**src/rtl/sprite_line_fetcher_if.sv**
```systemverilog
// Sprite ROM read bus shared between sprite_line_fetcher and the sprite ROM.
//   read_address : ADDR_W-bit ROM word address (driven by the fetcher)
//   rom_color    : 24-bit colour returned combinationally by the ROM
// Modports:
//   master : fetcher side (drives read_address, samples rom_color)
//   slave  : ROM side     (samples read_address, drives rom_color)
interface sprite_line_fetcher_if #(
    parameter int ADDR_W = 9
);
    logic [ADDR_W-1:0] read_address;
    logic [23:0]       rom_color;

    modport master (output read_address, input  rom_color);
    modport slave  (input  read_address, output rom_color);
endinterface

```
**src/rtl/sprite_line_fetcher.sv**
```systemverilog
// sprite_line_fetcher
// Caches one row of a palette-indexed sprite ROM per scanline in a ping-pong
// line buffer. During horizontal blank the next scanline's ROM row is walked
// into the back buffer; during the active line the front buffer is served at
// DrawX with a one-cycle registered latency plus an opaque flag.
//
// Build option: define SPRITE_FLIP_EN to honour the horizontal mirror input
// (flip). Without it flip is ignored and no mirror logic is built.
//
// Ports:
//   Clk          in   pixel-domain clock
//   Reset_n      in   asynchronous active-low reset
//   line_start   in   1-cycle pulse at start of hblank (next_y valid same cycle)
//   next_y       in   scanline about to be displayed
//   sprite_x     in   sprite left edge, sampled on line_start
//   sprite_y     in   sprite top edge, sampled on line_start
//   flip         in   horizontal mirror request, sampled on line_start
//   DrawX        in   current pixel column
//   rom          --   sprite ROM bus (master: read_address out, rom_color in)
//   pixel_color  out  sprite colour for the DrawX of the previous cycle
//   pixel_opaque out  1 = pixel_color valid and not transparent
//   busy         out  ROM row fetch in progress
module sprite_line_fetcher #(
    parameter int          SPR_W        = 21,
    parameter int          SPR_H        = 21,
    parameter int          ADDR_W       = 9,
    parameter logic [23:0] TRANSP_COLOR = 24'h800080
) (
    input  logic                     Clk,
    input  logic                     Reset_n,
    input  logic                     line_start,
    input  logic [9:0]               next_y,
    input  logic [9:0]               sprite_x,
    input  logic [9:0]               sprite_y,
    input  logic                     flip,
    input  logic [9:0]               DrawX,
    sprite_line_fetcher_if.master    rom,
    output logic [23:0]              pixel_color,
    output logic                     pixel_opaque,
    output logic                     busy
);

    localparam int              CW       = (SPR_W > 1) ? $clog2(SPR_W) : 1;
    localparam logic [CW-1:0]   LAST_COL = CW'(SPR_W - 1);

    typedef enum logic {
        IDLE,
        FETCH
    } state_t;

    state_t state_q, state_d;

    // Control strobes from the FSM
    logic start;      // line_start accepted: swap buffers, evaluate hit
    logic write_en;   // write current ROM word into back buffer

    // Buffer bookkeeping
    logic          sel_q;     // index of the front (displayed) buffer
    logic          back_sel;
    logic [1:0]    valid_q;   // per-buffer "complete row" flag
    logic [CW-1:0] col_q;     // column being fetched
    logic          last_col;

    // Front-line registers sampled on line_start
    logic [9:0] sx_q;

    // Line buffers (data only, no reset needed: guarded by valid_q)
    logic [23:0] line_color  [2][SPR_W];
    logic        line_opaque [2][SPR_W];

    // Hit evaluation, 11-bit unsigned so rows past 1023 never wrap into range
    logic [10:0] ny, sy, row;
    logic        hit;

    assign ny       = {1'b0, next_y};
    assign sy       = {1'b0, sprite_y};
    assign hit      = (ny >= sy) && (ny < (sy + 11'(SPR_H)));
    assign row      = ny - sy;
    assign back_sel = ~sel_q;
    assign last_col = (col_q == LAST_COL);
    assign busy     = (state_q == FETCH);

    //--------------------------------------------------------------------
    // FSM state register
    //--------------------------------------------------------------------
    always_ff @(posedge Clk or negedge Reset_n) begin
        if (!Reset_n) begin
            state_q <= IDLE;
        end else begin
            state_q <= state_d;
        end
    end

    //--------------------------------------------------------------------
    // FSM next state / strobes. line_start wins over an in-flight fetch,
    // which aborts it: the partial row is swapped to the front still invalid.
    //--------------------------------------------------------------------
    always_comb begin
        state_d  = state_q;
        start    = 1'b0;
        write_en = 1'b0;
        if (line_start) begin
            start   = 1'b1;
            state_d = hit ? FETCH : IDLE;
        end else if (state_q == FETCH) begin
            write_en = 1'b1;
            if (last_col) begin
                state_d = IDLE;
            end
        end
    end

    //--------------------------------------------------------------------
    // Fetch datapath: buffer select, valid flags, column, ROM address
    //--------------------------------------------------------------------
    always_ff @(posedge Clk or negedge Reset_n) begin
        if (!Reset_n) begin
            sel_q            <= 1'b0;
            valid_q          <= '0;
            col_q            <= '0;
            rom.read_address <= '0;
            sx_q             <= '0;
        end else if (start) begin
            // Old front becomes the new back and is invalidated; the old
            // back (possibly complete) becomes front with its flag intact.
            sel_q          <= back_sel;
            valid_q[sel_q] <= 1'b0;
            sx_q           <= sprite_x;
            col_q          <= '0;
            if (hit) begin
                rom.read_address <= ADDR_W'(row * SPR_W);
            end
        end else if (write_en) begin
            if (last_col) begin
                valid_q[back_sel] <= 1'b1;
            end else begin
                col_q            <= col_q + CW'(1);
                rom.read_address <= rom.read_address + ADDR_W'(1);
            end
        end
    end

    always_ff @(posedge Clk) begin
        if (write_en) begin
            line_color[back_sel][col_q]  <= rom.rom_color;
            line_opaque[back_sel][col_q] <= (rom.rom_color != TRANSP_COLOR);
        end
    end

    //--------------------------------------------------------------------
    // Mirror option
    //--------------------------------------------------------------------
`ifdef SPRITE_FLIP_EN
    logic flip_q;

    always_ff @(posedge Clk or negedge Reset_n) begin
        if (!Reset_n) begin
            flip_q <= 1'b0;
        end else if (start) begin
            flip_q <= flip;
        end
    end
`else
    logic flip_unused;
    assign flip_unused = flip;
`endif

    //--------------------------------------------------------------------
    // Render
    //--------------------------------------------------------------------
    logic [10:0]   dx;
    logic          in_span;
    logic [CW-1:0] col_r;
    logic [CW-1:0] col_idx;

    always_comb begin
        dx      = {1'b0, DrawX} - {1'b0, sx_q};
        in_span = (DrawX >= sx_q) && (dx < 11'(SPR_W)) && valid_q[sel_q];
`ifdef SPRITE_FLIP_EN
        col_r   = flip_q ? (LAST_COL - dx[CW-1:0]) : dx[CW-1:0];
`else
        col_r   = dx[CW-1:0];
`endif
        // Keep the buffer index in range when outside the sprite span
        col_idx = in_span ? col_r : '0;
    end

    always_ff @(posedge Clk or negedge Reset_n) begin
        if (!Reset_n) begin
            pixel_color  <= '0;
            pixel_opaque <= 1'b0;
        end else begin
            pixel_color  <= in_span ? line_color[sel_q][col_idx] : '0;
            pixel_opaque <= in_span & line_opaque[sel_q][col_idx];
        end
    end

endmodule

```
**src/flat_wrapper.sv**
```systemverilog
// flat-port wrapper written by rule: the top's interface ports become plain ports
module sprite_line_fetcher_flat 
#(
    parameter int          SPR_W        = 21,
    parameter int          SPR_H        = 21,
    parameter int          ADDR_W       = 9,
    parameter logic [23:0] TRANSP_COLOR = 24'h800080
)
  (Clk, Reset_n, line_start, next_y, sprite_x, sprite_y, flip, DrawX, pixel_color, pixel_opaque, busy, rom_read_address, rom_rom_color);
  sprite_line_fetcher_if #(.ADDR_W(ADDR_W)) rom_i ();
  input  logic Clk;
  input  logic Reset_n;
  input  logic line_start;
  input  logic [9:0] next_y;
  input  logic [9:0] sprite_x;
  input  logic [9:0] sprite_y;
  input  logic flip;
  input  logic [9:0] DrawX;
  output logic [23:0] pixel_color;
  output logic pixel_opaque;
  output logic busy;
  output wire logic [$bits(rom_i.read_address)-1:0] rom_read_address;
  input wire logic [$bits(rom_i.rom_color)-1:0] rom_rom_color;
  assign rom_read_address = rom_i.read_address;
  assign rom_i.rom_color = rom_rom_color;
  sprite_line_fetcher #(.SPR_W(SPR_W), .SPR_H(SPR_H), .ADDR_W(ADDR_W), .TRANSP_COLOR(TRANSP_COLOR)) u_core (.Clk(Clk), .Reset_n(Reset_n), .line_start(line_start), .next_y(next_y), .sprite_x(sprite_x), .sprite_y(sprite_y), .flip(flip), .DrawX(DrawX), .rom(rom_i), .pixel_color(pixel_color), .pixel_opaque(pixel_opaque), .busy(busy));
endmodule
```
**config.mk**
```make
export PLATFORM = sky130hd
export DESIGN_NAME = sprite_line_fetcher_flat
export DESIGN_NICKNAME = d
export VERILOG_FILES = /design/src/rtl/sprite_line_fetcher_if.sv /design/src/rtl/sprite_line_fetcher.sv /design/src/flat_wrapper.sv
export SDC_FILE = /design/constraint.sdc
export NUM_CORES = 1
export LEC_CHECK = 0
export CAP_MARGIN = 20
export CORE_ASPECT_RATIO = 0.5
export CORE_UTILIZATION = 50
export DETAILED_ROUTE_END_ITERATION = 12
export DONT_BUFFER_PORTS = 1
export PLACE_DENSITY = 0.62
export SETUP_SLACK_MARGIN = 0.1
export SLEW_MARGIN = 20
export SYNTH_ARGS = -nofsm -noshare
export SYNTH_HDL_FRONTEND = slang
export SYNTH_SLANG_ARGS = --single-unit
```
**constraint.sdc**
```tcl
create_clock -name Clk -period 6.2 [get_ports Clk]
set_input_delay 0.62 -clock Clk [delete_from_list [all_inputs] [get_ports Clk]]
set_output_delay 0.62 -clock Clk [all_outputs]
set_load 0.005 [all_outputs]
```
## After elaboration in Yosys (flattened, before gate mapping)

Memory sizes are Yosys's and may differ from the RTL's.
Index checks and enable logic that the tools add are counted.

- Output and inout bits: 35
- Memories: 2
- Bits of input ports: 68
- Bits in writable memories: 1050
- Register bits after elaboration: 53

Memories:

| name | depth | bits a word | read ports | clocked after Yosys merged registers in | wr ports | RTL line | RTL |
|---|---|---|---|---|---|---|---|
| u_core.line_color | 2 | 504 | 1 | 0 | 1 | sprite_line_fetcher.sv:68 | `logic [23:0] line_color [2][SPR_W];` |
| u_core.line_opaque | 2 | 21 | 1 | 0 | 1 | sprite_line_fetcher.sv:69 | `logic line_opaque [2][SPR_W];` |

- Muxes and demuxes: 38
- Magnitude comparators: 11
- $mul: 1
- Add/subtract/negate cells: 5
- Reduce and logical (&&, ||, !) cells: 11
- Equality and inequality tests: 4
- Bitwise gates (word level): 7

Operator list:

| kind | number |
|---|---|
| 504-bit 2-to-1 mux | 1 |
| 24-bit binary-select mux with 5-bit select | 1 |
| 24-bit demux with 5-bit select | 1 |
| 24-bit 2-to-1 mux | 4 |
| 9-bit 2-to-1 mux | 4 |
| 24-bit inequality test (second input constant) | 1 |
| 10-bit by 10-bit subtractor with 11-bit output | 2 |
| 21-bit 2-to-1 mux | 1 |
| 10-bit greater-or-equal comparator | 2 |
| 5-bit 2-to-1 mux | 4 |
| 1-bit 2-to-1 mux | 15 |
| 6-bit greater-or-equal comparator (second input constant) | 2 |
| 5-bit NOT with 6-bit output | 2 |
| 10-bit by 5-bit adder with 11-bit output (second input constant) | 1 |
| 10-bit by 11-bit less-than comparator with 1-bit output | 1 |
| 11-bit by 5-bit less-than comparator with 1-bit output (second input constant) | 1 |
| 11-bit by 5-bit multiplier with 9-bit output (second input constant) | 1 |
| 9-bit by 1-bit adder with 9-bit output (second input constant) | 1 |
| 1-bit logical AND | 6 |
| 6-bit by 1-bit less-than comparator with 1-bit output (second input constant) | 1 |
| 2-bit 2-to-1 mux | 3 |
| 5-bit by 1-bit adder with 5-bit output (second input constant) | 1 |
| 1-bit binary-select mux with 5-bit select | 1 |
| 1-bit demux with 5-bit select | 1 |
| other kinds (14) | 19 |

## Logic depth before layout (Yosys ltp)

- Depth in word-level cells: 10
- Depth in mapped cells: 20
- Depth with buffers taken out: 20

## Least setup slack after synthesis

OpenSTA, ideal clock, no wires.

- Path kind: register to register
- Start: reg u_core.sel_q
- End: mem u_core.line_color[1][0] (netlist bit), enable pin
- Arrival: 4.378 ns
- Stages on the path, launching flop included: 7
- Data required time: 5.717 ns
- Slack: 1.339 ns
- Setup time: 0.483 ns
- Cells stage by stage: dfrtp_1 > clkbuf_1 > buf_2 > clkbuf_1 > clkbuf_1 > clkbuf_1 > nor4b_1

- Word-level cells in the longest chain between the ends: 1

RTL lines:

| what | RTL line | RTL |
|---|---|---|
| from (decl) | sprite_line_fetcher.sv:58 | `logic sel_q;` |
| from (signal assigned) | sprite_line_fetcher.sv:126 | `sel_q <= back_sel;` |
| 1-bit NOT | sprite_line_fetcher.sv:79 | `assign back_sel = ~sel_q;` |
| to (decl) | sprite_line_fetcher.sv:68 |  |

Every way passes these cells.

## Final worst setup path

- Start: reg u_core.sx_q[0]
- End: reg u_core.pixel_color[4]

- Word-level cells in the longest chain between the ends: 10
- Elaborated cells on any way between the ends: 11
- Classes of those cells: add/sub (1); order compare (2); mux (5); bitwise (1); reduce/logical (2)

RTL lines:

| what | RTL line | RTL |
|---|---|---|
| from (decl) | sprite_line_fetcher.sv:65 | `logic [9:0] sx_q;` |
| from (signal assigned) | sprite_line_fetcher.sv:128 | `sx_q <= sprite_x;` |
| 10-bit by 10-bit subtractor with 11-bit output | sprite_line_fetcher.sv:177 | `dx = {1'b0, DrawX} - {1'b0, sx_q};` |
| 11-bit by 5-bit less-than comparator with 1-bit output | sprite_line_fetcher.sv:178 | `in_span = (DrawX >= sx_q) && (dx < 11'(SPR_W)) && valid_q[sel_q];` |
| 1-bit logical AND (2 in a row) | sprite_line_fetcher.sv:178 |  |
| 5-bit 2-to-1 mux | sprite_line_fetcher.sv:185 | `col_idx = in_span ? col_r : '0;` |
| 5-bit NOT with 6-bit output (implied by the code) | sprite_line_fetcher.sv:193 | `pixel_color <= in_span ? line_color[sel_q][col_idx] : '0;` |
| 24-bit binary-select mux with 5-bit select | sprite_line_fetcher.sv:193 |  |
| 24-bit 2-to-1 mux (implied by the code) (2 in a row) | sprite_line_fetcher.sv:193 |  |
| 24-bit 2-to-1 mux * | sprite_line_fetcher.sv:193 |  |
| to (signal assigned) | sprite_line_fetcher.sv:193 |  |
| to (decl) | sprite_line_fetcher.sv:38 | `output logic [23:0] pixel_color,` |

Every way passes the cells marked *; elsewhere a longest branch is shown, timed or not. The select of a mux whose other input is x is not followed.
A chain may end at the register's enable or synchronous reset.

==> impl_metrics.csv <==
group,metric,value,unit
status,outcome,"completed",
placement,dpl_cell_area,46110,µm²
finish,drive_gt1_frac,0.2467,
placement,io_buffers,0,
clock_network,h-tree-depth,3,
sta,rsz0062_at_grt,"no",
sta,final_max_slew_viol_count,0,
logic_synthesis,synth_fp_nets,2366,
logic_synthesis,synth-edff-count,1050,
grt,grt_max_degree,69,
finish,multi_input_area,11000,µm²
worst_setup_path,critPathMaxFanout,19,
floorplan,ioPinCount,103,
logic_synthesis,synth_cell_types,69,
grt,antenna_found_initial,6,
worst_setup_path,crit_arrival,5.77,ns
clock_network,cts_buffers,98,
sta,min_period_over_period,0.8455,
sta,slew_headroom,0.2090,
sta,fmax,190.8,MHz
worst_setup_path,crit_path_end_kind,"register",
pwr,irDropWorstVdd,0.2134,mV
clock_network,clk_latency,0.70,ns
route,vias,23000,
worst_setup_path,r2r_end,"u_core.pixel_color[4]",
grt,grt_pass1_vias,22520,
floorplan,floorplan.die_area,89580,µm²
worst_setup_path,crit_buf_inv,2,
placement,post-dp-hpwl,64540,µm
floorplan,placeableCoreArea,86720,µm²
worst_setup_path,crit_family,"compound AO/OA/AOI/OAI gates",
logic_synthesis,ys_top_cells_by_area,"edfxtp_1 (71%), mux4_2 (10%), dfrtp_1 (3.0%)",
placement,place_ws,0.7743,ns
finish,fill_cells,6411,
run,maxCapViolations,0,
worst_setup_path,crit_path_max_incr_delay,1.06,ns
sta,hold_violations,0,
worst_setup_path,endpoint,"u_core.pixel_color[4]",
logic_synthesis,ys_seq_elements,1103,
finish,fin_util,0.5776,
route,dr.first_iter.drc_count,2932,
clock_network,ctsRootBufferMaster,"clkbuf_16",
route,antenna_left,0,
finish,regArea,32860,µm²
finish,nets,2480,
logic_synthesis,synth_top_area_share,0.7140,
logic_synthesis,synth-main-ff-cell,"edfxtp_1",
clock_network,clk_pin_slew,0.07,ns
clock_network,clockBufferDepth,3,
route,vias_per_cell,6.362,
worst_setup_path,regToRegSetupSlack,0.96,ns
finish,syn_to_final_growth,13.43,%
sta,setup_viol,0,
logic_synthesis,synth.cell_area,44160,µm²
logic_synthesis,postSynthAreaPerCell,19.68,µm²
pwr,pwr_density_cell,341.3,nW/µm²
floorplan,die_h,212.1,µm
sta,post-route-min-period,5.242,ns
placement,gp_congestion,0.8057,
logic_synthesis,synth-async-reset-ratio,0.04805,
worst_setup_path,critPathRequiredTime,6.73,ns
clock_network,cts_sinks,1103,
route,drt_first_pass_iters,8,
hold_path,min_from,"sprite_x[7]",
worst_setup_path,crit_chain,"ha_1 -> inv_1 -> fa_1 -> a21o_1 -> a21oi_2 -> xnor2_1 -> a222oi_1 -> and2_1 -> a21boi_2 -> nand2_2 -> buf_4 -> nand2_1 -> a2111oi_0 -> nor4_1",
worst_setup_path,r2r_start,"u_core.sx_q[0]",
sta,worst_slew_pin_slew,1.184,ns
route,wire_per_inst,32.29,µm
worst_setup_path,crit_cells,14,
worst_setup_path,crit_type,"register to register",
logic_synthesis,seq_area_frac_synth,0.7440,
grt,grt.total_usage,0.2628,
grt,grt-ovfl-total,0,
worst_setup_path,crit_path_top_delay_cell,"a2111oi_0",
worst_setup_path,ff2ff_path_depth,14,
floorplan,die_x,422.3,µm
route,drt_wl_total,116700,µm
sta,tns,0,ns
worst_setup_path,critPathLaunch,"u_core.sx_q[0]",
floorplan,rows,76,
finish,final_area,50090,µm²
grt,grt_pass1_wl,165000,µm
sta,worst_clock_skew,0.02208,ns
clock_network,postCtsSetupBuffers,0,
logic_synthesis,synth_top_area_cell,"edfxtp_1",
logic_synthesis,syn_inst,2244,
route,drc,0,
sta,setup_ws,0.9579,ns
hold_path,hold_path_class,"input pin to register",
pwr,p_leak,15.92,nW
logic_synthesis,synth_warnings,0,
floorplan,initial_core_util,0.5092,
clock_network,cts_tree,"yes",
worst_setup_path,cp-start-kind,"register",
sta,holdWs,0.03866,ns
## registers in the layout (all words and copies together), names as in the netlist
name                     cells
u_core.pixel_opaque          1
u_core.sel_q                 1
u_core.line_opaque          42
u_core.busy                  1
u_core.rom.read_address      9
u_core.pixel_color          24
u_core.sx_q                 10
u_core.line_color         1008
u_core.col_q                 5
u_core.valid_q               2
## synthesized netlist by cell type, drive strengths merged (4+ instances only)
cell / count
edfxtp: 1050
a21oi: 27
nand3: 24
xor2: 11
a21boi: 4
mux4: 196
a22o: 29
o211ai: 4
nand2b: 4
fa: 5
a221o: 14
inv: 38
clkbuf: 60
nor2b: 48
nand2: 48
buf: 49
mux2: 78
nor4: 24
ha: 49
o22ai: 42
o31ai: 13
a211oi: 26
xnor2: 20
nor2: 75
a222oi: 6
and3: 5
or2: 5
a21o: 9
o21a: 13
dfrtp: 53
mux2i: 96
nor3: 8
nor4b: 4
o21ai: 32
a2111oi: 36
nor3b: 7
## worst min path at each step
stage	end	cells past startpoint
global placement	u_core.rom.read_address[4]	0
floorplan	u_core.busy	0
CTS	u_core.line_color[1][459]	0
finish	u_core.sx_q[7]	2
detailed placement	u_core.rom.read_address[5]	0
global route	u_core.line_color[1][459]	0
## cells by family after synthesis
family                     Yosys count  synth area share
AOI/OAI and AO/OA                  272           0.04579
DFF                               1103            0.7440
xor gates and xnor gates            31          0.006148
buffers and inverters              148           0.01556
and+or+nand+nor                    266           0.03071
adders and majority gates           54           0.01615
muxes                              370            0.1416
## through the flow
step | power, mW | instances
2_1_floorplan | 10.30 | 2244
3_3_place_gp | 10.86 | 3381
3_5_place_dp | 10.87 | 3383
4_1_cts | 17.18 | 3611
5_1_grt | 17.65 | 3614
6_report | 17.10 | 3615
## final cells by class
cell class | count | area share
sequential | 1103 | 0.6560
clock buffer | 106 | 0.05041
antenna | 1 | 0.00004996
timing repair buffer | 123 | 0.02693
multi-input combinational | 993 | 0.2195
clock inverter | 80 | 0.01494
inverter | 39 | 0.002923
tap | 1170 | 0.02923
## worst reg2reg max path, stage by stage (launching register included)
cell       delay [ns]
dfrtp_1          0.38
ha_1             0.20
inv_1            0.07
fa_1             0.34
a21o_1           0.19
a21oi_2          0.08
xnor2_1          0.57
a222oi_1         0.26
and2_1           0.31
a21boi_2         0.27
nand2_2          0.11
buf_4            0.40
nand2_1          0.70
a2111oi_0        1.07
nor4_1           0.13
## repair_timing
| action | CTS | global route |
|---|---|---|
| resized for setup | 0 | 0 |
| hold buffers | 42 | 0 |
| hold endpoints to repair | 894 | 0 |
| endpoints found under the setup margin | 0 | 0 |
## report_power, final
| part | leakage, nW | internal [mW] | switching (mW) | total, mW |
|---|---|---|---|---|
| Sequential | 10.2 | 8.21 | 0.0960 | 8.30 |
| Combinational | 4.05 | 1.24 | 1.30 | 2.54 |
| Clock | 1.63 | 3.47 | 2.79 | 6.26 |
| Total | 15.9 | 12.9 | 4.18 | 17.1 |
## routing by layer
layer	routed length, µm	up-vias	global-route usage
li1	-	9491	-
met1	51630	12400	0.3979
met2	53700	978	0.4016
met3	9362	131	0.04800
met4	2031	0	0.05535
met5	0	-	0
## layout by cell type (no fill, tap or decap), drive strengths merged, types with 36 or more instances in the layout
cell type	n
inv	43
clkbuf	106
mux2	78
a2111oi	36
o22ai	42
mux2i	96
buf	100
clkinv	60
dfrtp	53
nand2	48
nor2	75
ha	49
edfxtp	1050
mux4	196
nor2b	48
No activity file was read; power rests on OpenSTA's default activity.
